$ cat config.mk
export PLATFORM = sky130hd
export DESIGN_NAME = aline_acquisition_controller_flat
export DESIGN_NICKNAME = d
export VERILOG_FILES = /design/src/rtl/aline_acquisition_controller_if.sv /design/src/rtl/aline_acquisition_controller.sv /design/src/flat_wrapper.sv
export SDC_FILE = /design/constraint.sdc
export NUM_CORES = 1
export LEC_CHECK = 0
export ABC_AREA = 1
export CAP_MARGIN = 20
export CELL_PAD_IN_SITES_DETAIL_PLACEMENT = 0
export CELL_PAD_IN_SITES_GLOBAL_PLACEMENT = 1
export CORE_UTILIZATION = 38
export CTS_CLUSTER_DIAMETER = 40
export DETAILED_ROUTE_END_ITERATION = 6
export HOLD_SLACK_MARGIN = 0.08
export PLACE_DENSITY_LB_ADDON = 0.25
export RECOVER_POWER = 50
export SETUP_SLACK_MARGIN = 0.4
export SYNTH_ARGS = -nofsm -noshare
export SYNTH_HDL_FRONTEND = slang
export SYNTH_SLANG_ARGS = --single-unit
$ cat constraint.sdc
create_clock -name clock -period 1.7 [get_ports clock]
set_input_delay 0.17 -clock clock [delete_from_list [all_inputs] [get_ports clock]]
set_output_delay 0.17 -clock clock [all_outputs]
set_load 0.02 [all_outputs]
$ cat src/rtl/aline_acquisition_controller_if.sv
// rtl/aline_acquisition_controller_if.sv - acquisition controller control, write-port and handoff signals
interface aline_acquisition_controller_if #(
    parameter int ADDR_WIDTH = 11,
    parameter int LINE_WIDTH = 10
);
    logic                  enable;
    logic                  trigger;
    logic                  line_ack;
    logic [ADDR_WIDTH-1:0] wr_addr;
    logic                  wr_en;
    logic                  wr_bank;
    logic                  line_ready;
    logic                  line_bank;
    logic [LINE_WIDTH-1:0] line_index;
    logic                  frame_done;
    logic                  overrun;
    logic                  busy;

    modport master (
        input  enable, trigger, line_ack,
        output wr_addr, wr_en, wr_bank, line_ready, line_bank,
               line_index, frame_done, overrun, busy
    );

    modport slave (
        output enable, trigger, line_ack,
        input  wr_addr, wr_en, wr_bank, line_ready, line_bank,
               line_index, frame_done, overrun, busy
    );
endinterface

$ cat src/rtl/aline_acquisition_controller.sv
// rtl/aline_acquisition_controller.sv - per-sweep A-line capture into a ping-pong buffer
module aline_acquisition_controller #(
    parameter int NSAMPLES   = 1170,
    parameter int ADDR_WIDTH = 11,
    parameter int NLINES     = 512,
    parameter int LINE_WIDTH = 10
) (
    input  logic clock,
    input  logic reset_n,
    aline_acquisition_controller_if.master bus
);
    localparam logic [ADDR_WIDTH-1:0] LAST_ADDR = ADDR_WIDTH'(NSAMPLES - 1);
    localparam logic [LINE_WIDTH-1:0] LAST_LINE = LINE_WIDTH'(NLINES - 1);

    typedef enum logic [1:0] {IDLE, ARMED, CAPTURE} state_t;

    state_t                state_q, state_d;
    logic                  trigger_q, trigger_d;
    logic                  enable_q, enable_d;
    logic [ADDR_WIDTH-1:0] addr_q, addr_d;
    logic                  wr_bank_q, wr_bank_d;
    logic [1:0]            full_q, full_d;
    logic                  rd_bank_q, rd_bank_d;
    logic [LINE_WIDTH-1:0] line_index_q, line_index_d;
    logic                  frame_done_q, frame_done_d;
    logic                  overrun_q, overrun_d;

    logic trig_edge;
    logic line_ready;

    assign trig_edge  = bus.trigger & ~trigger_q;
    assign line_ready = |full_q;

    always_ff @(posedge clock or negedge reset_n) begin
        if (!reset_n) begin
            state_q      <= IDLE;
            trigger_q    <= 1'b0;
            enable_q     <= 1'b0;
            addr_q       <= '0;
            wr_bank_q    <= 1'b0;
            full_q       <= 2'b00;
            rd_bank_q    <= 1'b0;
            line_index_q <= '0;
            frame_done_q <= 1'b0;
            overrun_q    <= 1'b0;
        end else begin
            state_q      <= state_d;
            trigger_q    <= trigger_d;
            enable_q     <= enable_d;
            addr_q       <= addr_d;
            wr_bank_q    <= wr_bank_d;
            full_q       <= full_d;
            rd_bank_q    <= rd_bank_d;
            line_index_q <= line_index_d;
            frame_done_q <= frame_done_d;
            overrun_q    <= overrun_d;
        end
    end

    always_comb begin
        state_d      = state_q;
        trigger_d    = bus.trigger;
        enable_d     = bus.enable;
        addr_d       = addr_q;
        wr_bank_d    = wr_bank_q;
        full_d       = full_q;
        rd_bank_d    = rd_bank_q;
        line_index_d = line_index_q;
        frame_done_d = 1'b0;
        overrun_d    = overrun_q;

        // Banks fill alternately, so the oldest full bank is just a toggling read pointer.
        if (line_ready && bus.line_ack) begin
            full_d[rd_bank_q] = 1'b0;
            rd_bank_d         = ~rd_bank_q;
        end

        if (bus.enable && !enable_q) begin
            overrun_d = 1'b0;
        end

        case (state_q)
            IDLE: begin
                if (bus.enable) begin
                    state_d = ARMED;
                end
            end
            ARMED: begin
                if (!bus.enable) begin
                    state_d = IDLE;
                end else if (trig_edge) begin
                    // Free status comes from full_q, i.e. before any same-cycle ack lands.
                    if (full_q[wr_bank_q]) begin
                        overrun_d = 1'b1;
                    end else begin
                        state_d = CAPTURE;
                        addr_d  = '0;
                    end
                end
            end
            CAPTURE: begin
                if (addr_q == LAST_ADDR) begin
                    addr_d            = '0;
                    full_d[wr_bank_q] = 1'b1;
                    wr_bank_d         = ~wr_bank_q;
                    state_d           = bus.enable ? ARMED : IDLE;
                    if (line_index_q == LAST_LINE) begin
                        line_index_d = '0;
                        frame_done_d = 1'b1;
                    end else begin
                        line_index_d = line_index_q + 1'b1;
                    end
                end else begin
                    addr_d = addr_q + 1'b1;
                end
            end
            default: begin
                state_d = IDLE;
            end
        endcase
    end

    assign bus.wr_addr    = addr_q;
    assign bus.wr_en      = (state_q == CAPTURE);
    assign bus.busy       = (state_q == CAPTURE);
    assign bus.wr_bank    = wr_bank_q;
    assign bus.line_ready = line_ready;
    assign bus.line_bank  = rd_bank_q;
    assign bus.line_index = line_index_q;
    assign bus.frame_done = frame_done_q;
    assign bus.overrun    = overrun_q;
endmodule

$ cat src/flat_wrapper.sv
// flat-port wrapper written by rule: the top's interface ports become plain ports
module aline_acquisition_controller_flat 
#(
    parameter int NSAMPLES   = 1170,
    parameter int ADDR_WIDTH = 11,
    parameter int NLINES     = 512,
    parameter int LINE_WIDTH = 10
)
  (clock, reset_n, bus_enable, bus_trigger, bus_line_ack, bus_wr_addr, bus_wr_en, bus_wr_bank, bus_line_ready, bus_line_bank, bus_line_index, bus_frame_done, bus_overrun, bus_busy);
  aline_acquisition_controller_if #(.ADDR_WIDTH(ADDR_WIDTH), .LINE_WIDTH(LINE_WIDTH)) bus_i ();
  input  logic clock;
  input  logic reset_n;
  input wire logic [$bits(bus_i.enable)-1:0] bus_enable;
  input wire logic [$bits(bus_i.trigger)-1:0] bus_trigger;
  input wire logic [$bits(bus_i.line_ack)-1:0] bus_line_ack;
  output wire logic [$bits(bus_i.wr_addr)-1:0] bus_wr_addr;
  output wire logic [$bits(bus_i.wr_en)-1:0] bus_wr_en;
  output wire logic [$bits(bus_i.wr_bank)-1:0] bus_wr_bank;
  output wire logic [$bits(bus_i.line_ready)-1:0] bus_line_ready;
  output wire logic [$bits(bus_i.line_bank)-1:0] bus_line_bank;
  output wire logic [$bits(bus_i.line_index)-1:0] bus_line_index;
  output wire logic [$bits(bus_i.frame_done)-1:0] bus_frame_done;
  output wire logic [$bits(bus_i.overrun)-1:0] bus_overrun;
  output wire logic [$bits(bus_i.busy)-1:0] bus_busy;
  assign bus_i.enable = bus_enable;
  assign bus_i.trigger = bus_trigger;
  assign bus_i.line_ack = bus_line_ack;
  assign bus_wr_addr = bus_i.wr_addr;
  assign bus_wr_en = bus_i.wr_en;
  assign bus_wr_bank = bus_i.wr_bank;
  assign bus_line_ready = bus_i.line_ready;
  assign bus_line_bank = bus_i.line_bank;
  assign bus_line_index = bus_i.line_index;
  assign bus_frame_done = bus_i.frame_done;
  assign bus_overrun = bus_i.overrun;
  assign bus_busy = bus_i.busy;
  aline_acquisition_controller #(.NSAMPLES(NSAMPLES), .ADDR_WIDTH(ADDR_WIDTH), .NLINES(NLINES), .LINE_WIDTH(LINE_WIDTH)) u_core (.clock(clock), .reset_n(reset_n), .bus(bus_i));
endmodule
==> flow_summary.toml, run 1 <==
[clocking]
cts_buffers = 5
cts_tree = "built"
clk_pin_slew_worst_paths_ps = 70
cts_sinks = 31
clk_latency_ps = 280
h-tree-depth = 2
root_buffer = "clkbuf_8"
cts_buffer_depth = 2

[timing]
slew_headroom_pct = 47.8
fmax_mhz = 706
fin_ws_ps = 283
fin_crit_ps = 1420
grt_setup_unrepaired = "yes"
tns_ps = 0
tightest_slew_ps = 783
worst_hold_slack_ps = 496
hold_violations = 0
min_period_over_period_pct = 83.4
setup_viol = 0
skew_ps = 5.79
slew_violations = 0

[critical_path]
cp_cell_sequence = "nand4_4, nor2_4, nand3_4, nand2_1, o21ai_1"
worst_setup_path_start_kind = "register"
path_max_fanout = 10
endpoint_kind = "register"
max_stage_delay_ps = 580
regToRegStartpoint = "u_core.bus.wr_addr[7]"
crit_arrival_ps = 1580
worstPathRequired_ps = 1870
crit_path_top_delay_cell = "dfrtp_1"
critPathLaunch = "u_core.bus.wr_addr[7]"
crit_type = "register to register"

[global_routing]
gr-total-overflow = 0
grt_pass1_vias = 1454
grt_antenna_before_repair = 0
track_usage_pct = 18.2
grt_first_pass_wirelength_um = 7020
grt_max_degree = 32

[finish]
fin_nets = 283
fin_util_pct = 57.4
regArea_um2 = 790
drive_above_1_share_pct = 36.6
multi_input_area_um2 = 1060
diodes = 0
fillers = 418
syn2layout_area_growth_pct = 42.2
fin_cells = 328

[die]
core.rowCount = 24
die-area_um2 = 5030
fp.dieW_um = 71.0
start_util_pct = 40.4
core_area_um2 = 4470
die_h_um = 71.0
pin_count = 33

[synth]
yosys.area.top_type = "dfrtp_1"
yosysUniqueCellTypes = 35
ys_warn_count = 0
synth_edf_count = 0
synth_async_sr_flop_share_pct = 100
synthTopCellsByCount = "nand2_1 (61), dfrtp_1 (31), inv_1 (23), nand3_1 (17), nor2_1 (12)"
synth.cell_area_um2 = 1810
synthFlopType = "dfrtp_1"
synth_seq_cells = 31
synth_top_area_share_pct = 42.9
ys_seq_area_share_pct = 42.9
syn-mean-instance-area_um2 = 8.18
syn_inst = 221
yosysMostFrequentCell = "nand2_1"
synth_area_leaders = "dfrtp_1 (43%), nand2_1 (13%), inv_1 (4.8%)"
synth_fp_nets = 229

[job]
drv_cap = 0

[drt]
viasPerCell = 4.93
firstDrtPassIters = 6
drc = 0
final_antenna_net_count = 0
drt-total-wl_um = 4350
vias = 1618
wl_per_cell_um = 13.3
drt-initial-drc-count = 94

[placement]
dp_hpwl_um = 2820
dp_cells = 302
place_congestion = 0.745
io_buffers = 32
dp_slack_ps = 167

[run_status]
status = "finished, final reports clean"

[power_and_ir_drop]
power.density_nw_per_um2 = 682
irDropWorstVdd_uv = 365
p_leak_nw = 1.21

[hold_path]
hp-class = "input port to async pin"
-- state kept, by name, summed over array words and instances (netlist names) --
signal and cells:
u_core.bus.line_index 10, u_core.full_q 2, u_core.bus.wr_addr 11, u_core.bus.line_bank 1, u_core.bus.wr_bank 1, u_core.state_q 2
u_core.bus.overrun 1, u_core.trigger_q 1, u_core.enable_q 1, u_core.bus.frame_done 1
-- layout by cell type (no fill, tap or decap), types with 3 or more instances in the layout --
cell	n
dfrtp_2	11
inv_1	18
o21ai_1	8
xor2_1	4
nor2_4	7
clkbuf_8	6
nand2_1	48
nand2_2	13
o21ai_0	5
nand2_4	4
o21ai_2	6
nor2_2	4
nand3_2	3
nand4_1	10
clkbuf_2	4
dlygate4sd3_1	3
nor2_1	8
nand3_4	3
buf_4	15
dlygate4sd2_1	19
inv_2	8
clkdlybuf4s15_1	4
dfrtp_1	20
nand3_1	14
-- metal layers --
layer  vias up  GRT usage (%)  wire (um)
met4         0           6.00         57
met5         -              0          0
met2        29           28.4       2040
met1       750           24.8       2110
met3         7           4.42        153
li1        832              -          -
-- per-stage QoR --
step                cell area (um2)  power (mW)
floorplan                      1840       0.913
global placement               2190        1.01
detailed placement             2190        1.01
CTS                            2390        1.76
global route                   2570        1.83
finish                         2570        1.75
-- kinds of logic after synthesis --
| family | share of synthesized area [%] |
|---|---|
| compound gates | 9.63 |
| xor+xnor | 2.91 |
| fa+ha+maj | 2.08 |
| buf+inv | 8.31 |
| flops | 42.9 |
| simple gates | 34.1 |
-- path summary, 6_finish.rpt --
kind,endpoint,slack [ps],cells past startpoint
worst max-delay path,u_core.bus.line_index[3],280,5
worst min-delay path,u_core.bus.line_bank,500,2
worst max register to register,u_core.bus.line_index[3],280,5
worst min register to register,u_core.bus.overrun,500,2
max in group asynchronous,u_core.bus.wr_addr[0],660,2
min in group clock,u_core.bus.line_bank,500,3
-- worst max-delay path: cells and delay by family (launching register included) --
kind	cells	cell delay [ps]
and+or+nand+nor	4	660
AOI/OAI and AO/OA	1	70
DFF	1	580
-- timing repair --
action,4_1_cts,5_1_grt
setup endpoints to repair,55,36
endpoints found under the hold margin,0,0
cloned,1,0
gates resized for setup,58,44
setup buffers,5,12
hold buffers,0,0
pin swaps,13,12
-- final cells by class --
cell class	count	area share, %
Timing Repair Buffer	51	16.8
Sequential cell	31	30.7
Multi-Input combinational cell	159	41.2
Clock inverter	2	1.36
Inverter	27	4.14
Tap cell	52	2.53
Clock buffer	6	3.21
-- power by group --
group          total [mW]  switching, mW  leakage [nW]  internal [mW]
clock network       0.763          0.289        0.0612          0.474
logic               0.199          0.117         0.750         0.0829
registers           0.791         0.0208         0.395          0.770
(Power assumes the default switching activity.)
==> run 2, diff against run 1 <==
CORE_UTILIZATION = 35   (was 38)
clock period = 1.3 ns   (was 1.7 ns; I/O delays follow)
==> flow_summary.toml, run 2 (same netlist as run 1, synthesis figures left out) <==
[die]
pin_count = 33
core_area_um2 = 4850
die_h_um = 73.8
start_util_pct = 37.3
core.rowCount = 25
die-area_um2 = 5450
fp.dieW_um = 73.8

[timing]
hold_violations = 0
slew_violations = 0
setup_viol = 11
fin_crit_ps = 1340
grt_setup_unrepaired = "yes"
min_period_over_period_pct = 103
skew_ps = 3.13
tightest_slew_ps = 813
fin_ws_ps = -38.8
worst_hold_slack_ps = 443
fmax_mhz = 747
slew_headroom_pct = 45.8
tns_ps = -237

[clocking]
clk_latency_ps = 290
cts_buffer_depth = 2
cts_sinks = 31
cts_buffers = 5
clk_pin_slew_worst_paths_ps = 70
cts_tree = "built"
root_buffer = "clkbuf_8"
h-tree-depth = 2
hold_buffers = 0

[critical_path]
max_stage_delay_ps = 430
endpoint_kind = "register"
worst_setup_path_start_kind = "register"
worstPathRequired_ps = 1470
critPathBufInv = 2
cp_cell_sequence = "buf_4, ha_4, nand3_4, nor2_4, buf_4, nand3_1, nand2_1, nand3_1, o21ai_1"
crit_arrival_ps = 1510
crit_type = "register to register"
crit_path_top_delay_cell = "dfrtp_2"
path_max_fanout = 3
crit_family = "flip-flops"

[power_and_ir_drop]
power.density_nw_per_um2 = 729
p_leak_nw = 1.45
irDropWorstVdd_uv = 383

[drt]
firstDrtPassIters = 4
drc = 0
vias = 1832
viasPerCell = 4.70
drt-initial-drc-count = 38
drt-total-wl_um = 4870
wl_per_cell_um = 12.5
final_antenna_net_count = 0

[placement]
dp_hpwl_um = 3220
io_buffers = 32
place_congestion = 0.800

[finish]
syn2layout_area_growth_pct = 70.6
fin_nets = 330
final_cell_mix = "nand2_1 (50), buf_6 (46), buf_4 (45), dfrtp_1 (17), inv_1 (16)"
diodes = 0
largest_register_ff_count = 11
drive_above_1_share_pct = 53.6
final_common_cell = "nand2_1"
fillers = 412
fin_util_pct = 63.6

[global_routing]
grt_antenna_before_repair = 0
grt_pass1_vias = 1734
grt_max_degree = 32
track_usage_pct = 19.7
grt_first_pass_wirelength_um = 8040
gr-total-overflow = 0

[hold_path]
hp-class = "input port to register"

[run_status]
status = "complete, but fails checks"
violations = "negative setup slack"

[job]
drv_cap = 0
## run 2: cell count changes in the layout (fill, tap and decap cells not counted), moves of 4 or more
cell,change
dlygate4sd2_1,-19
o21ai_1,+4
clkdlybuf4s15_1,-4
buf_6,+44
buf_4,+30
## run 2: report_power, final
group / switching [mW] / leakage (nW) / total [mW] / internal (mW)
sequential: 0.0305 / 0.388 / 1.04 / 1.01
combinational: 0.209 / 1.02 / 0.466 / 0.258
clock: 0.378 / 0.0477 / 0.743 / 0.366
total: 0.617 / 1.45 / 2.25 / 1.63
## run 2: cell type report
type	instances	area (um2)	area share (%)
Multi-Input combinational cell	158	1060	34.5
Timing Repair Buffer	99	956	31.0
Sequential cell	31	793	25.7
Inverter	27	101	3.29
Tap cell	67	83.8	2.72
Clock buffer	5	68.8	2.23
Clock inverter	3	15.0	0.487
## run 2: worst reg2reg max path: stages (launching register included)
cell and delay [ps]:
dfrtp_2 430, buf_4 150, ha_4 170, nand3_4 70, nor2_4 40, buf_4 130
nand3_1 60, nand2_1 50, nand3_1 70, o21ai_1 70
## run 2: final timing paths
| kind | start | cells past startpoint | slack [ps] | to |
|---|---|---|---|---|
| setup / recovery | u_core.bus.wr_addr[1] | 9 | -40 | u_core.bus.wr_addr[8] |
| hold / removal | bus_trigger | 2 | 440 | u_core.trigger_q |
| setup reg to reg | u_core.bus.wr_addr[1] | 9 | -40 | u_core.bus.wr_addr[8] |
| hold reg to reg | u_core.enable_q | 2 | 530 | u_core.bus.overrun |
| max in group asynchronous | reset_n | 2 | 260 | u_core.bus.wr_addr[9] |
| min in group asynchronous | reset_n | 2 | 480 | u_core.bus.frame_done |
## run 2: metal layers
metal,share of wire (%),GRT usage [%],vias up,wire length (um)
li1,-,-,924,-
met1,44,24.0,870,2140
met2,52,34.6,33,2530
met3,3.1,4.53,5,150
met4,1.1,5.77,0,52
met5,0,0,-,0
## run 2: repair_timing
item,CTS,global route
resized for setup,208,21
endpoints found under the setup margin,57,57
cloned,0,0
buffers inserted,20,12
pin swaps,8,4
## run 2: per-stage QoR
step	instance area (um2)	cells	power, mW	setup slack, ps
floorplan	1870	221	1.21	-63.3
global placement	2510	350	1.38	-65.0
detailed placement	2510	350	1.38	-114
CTS	2920	378	2.23	-31.1
global route	3080	390	2.36	-114
finish	3080	390	2.25	-38.8
==> run 3, diff against run 2 <==
MAX_ROUTING_LAYER = met4   (was not set)
PLACE_DENSITY = 0.75   (was not set)
PLACE_DENSITY_LB_ADDON = not set   (was 0.25)
TNS_END_PERCENT = 50   (was not set)
==> flow_summary.toml, run 3 (same netlist as run 1, synthesis figures left out) <==
[die]
pin_count = 33
core_area_um2 = 4850
start_util_pct = 37.3
fp.dieW_um = 73.8
die_h_um = 73.8
die-area_um2 = 5450
core.rowCount = 25

[critical_path]
r2r_slack_ps = -60
crit_path_top_delay_cell = "dfrtp_2"
rr_worst_depth = 8
regToRegStartpoint = "u_core.bus.wr_addr[1]"
path_max_fanout = 5
cp_cell_sequence = "inv_2, ha_4, nand2_2, nor2_2, nand2_2, o21ai_4, nand3_2, nand2_2"
endpoint_kind = "register"
critPathBufInv = 1
cp_common_cell = "nand2_2"
worstPathRequired_ps = 1530
crit_type = "register to register"
crit_family = "flip-flops"
r2r-end = "u_core.state_q[0]"
max_stage_delay_ps = 430
crit_arrival_ps = 1590
worst_setup_path_start_kind = "register"

[drt]
final_antenna_net_count = 0
drc = 0
drt-initial-drc-count = 68
top_layer = "met4"
dr_wl_met3_um = 175
drt-total-wl_um = 4560
firstDrtPassIters = 4
wl_met1_um = 2140
viasPerCell = 4.70
vias = 1757
wl_per_cell_um = 12.2
met2_length_um = 2180

[global_routing]
grt_antenna_before_repair = 0
track_usage_pct = 19.4
grt_pass1_vias = 1708
gr-total-overflow = 0
grt_first_pass_wirelength_um = 7730
grt_max_degree = 32

[timing]
tns_ps = -361
hold_violations = 0
grt_setup_unrepaired = "yes"
fin_crit_ps = 1360
slew_violations = 0
skew_ps = 7.23
fin_ws_ps = -60.7
min_period_over_period_pct = 105
worst_hold_slack_ps = 453
setup_viol = 14
tightest_slew_ps = 783
fmax_mhz = 735
slew_headroom_pct = 47.8

[job]
drv_cap = 0

[clocking]
h-tree-depth = 2
cts_sinks = 31
cts_tree = "built"
cts_buffer_depth = 2
clk_latency_ps = 290
root_buffer = "clkbuf_8"
cts_buffers = 5
clk_pin_slew_worst_paths_ps = 70

[placement]
dpl_cell_area_um2 = 2490
dp_hpwl_um = 3260
place_congestion = 0.813
dp_cells = 348
io_buffers = 32

[run_status]
violations = "negative setup slack"
status = "complete, but fails checks"

[finish]
largest_register_ff_count = 11
multi_input_area_um2 = 1030
diodes = 0
syn2layout_area_growth_pct = 62.5
final_area_um2 = 2940
fin_cells = 374
drive_above_1_share_pct = 49.8
final_cell_mix = "nand2_1 (50), buf_4 (37), buf_6 (33), dfrtp_1 (22), inv_1 (15)"
fillers = 443
regArea_um2 = 787
fin_nets = 314
final_common_cell = "nand2_1"

[power_and_ir_drop]
total_power_mw = 2.46
irDropWorstVdd_uv = 384
power.density_nw_per_um2 = 839
p_leak_nw = 1.35

[hold_path]
hp-class = "input port to async pin"
## run 3: final cells by class
cell class | instances | share of cell area (%)
clock buffer | 6 | 2.81
clock inverter | 2 | 1.19
inverter | 27 | 3.45
multi-input combinational | 158 | 35.3
sequential | 31 | 26.8
tap | 67 | 2.86
timing repair buffer | 83 | 27.6
## run 3: timing repair
action | 4_1_cts | 5_1_grt
hold buffers | 0 | 0
setup buffers | 9 | 9
endpoints found under the setup margin | 57 | 57
resized for setup | 184 | 27
pin swaps | 12 | 14
hold endpoints to repair | 0 | 0
## run 3: per-layer routing
layer / global-route usage [%] / vias to the layer above
li1: - / 890
met2: 30.5 / 36
met4: 7.05 / 0
met3: 4.12 / 6
met5: - / -
met1: 24.4 / 825
## run 3: how the worst max path moves through the flow
stage	startpoint	end	cells past startpoint	slack, ps
floorplan	u_core.bus.wr_addr[1]	u_core.bus.line_index[1]	9	-70
global placement	u_core.bus.wr_addr[1]	u_core.bus.line_index[1]	9	-60
detailed placement	u_core.bus.wr_addr[1]	u_core.bus.wr_addr[7]	9	-70
CTS	u_core.bus.wr_addr[1]	u_core.bus.wr_addr[10]	9	-40
global route	u_core.bus.wr_addr[1]	u_core.state_q[0]	8	-170
finish	u_core.bus.wr_addr[1]	u_core.state_q[0]	8	-60
## run 3: per-stage QoR
step / util, % / worst slack (ps)
final: 60.5 / -60.7
after global routing: 60.5 / -172
after CTS: 57.8 / -39.4
after detailed placement: 51.5 / -72.6
after global placement: 51.5 / -55.1
after floorplan: - / -65.8
## run 3: where the power goes
part / internal, mW / leakage, nW / switching, mW
Sequential: 1.01 / 0.397 / 0.0229
Combinational: 0.228 / 0.895 / 0.201
Clock: 0.620 / 0.0612 / 0.385
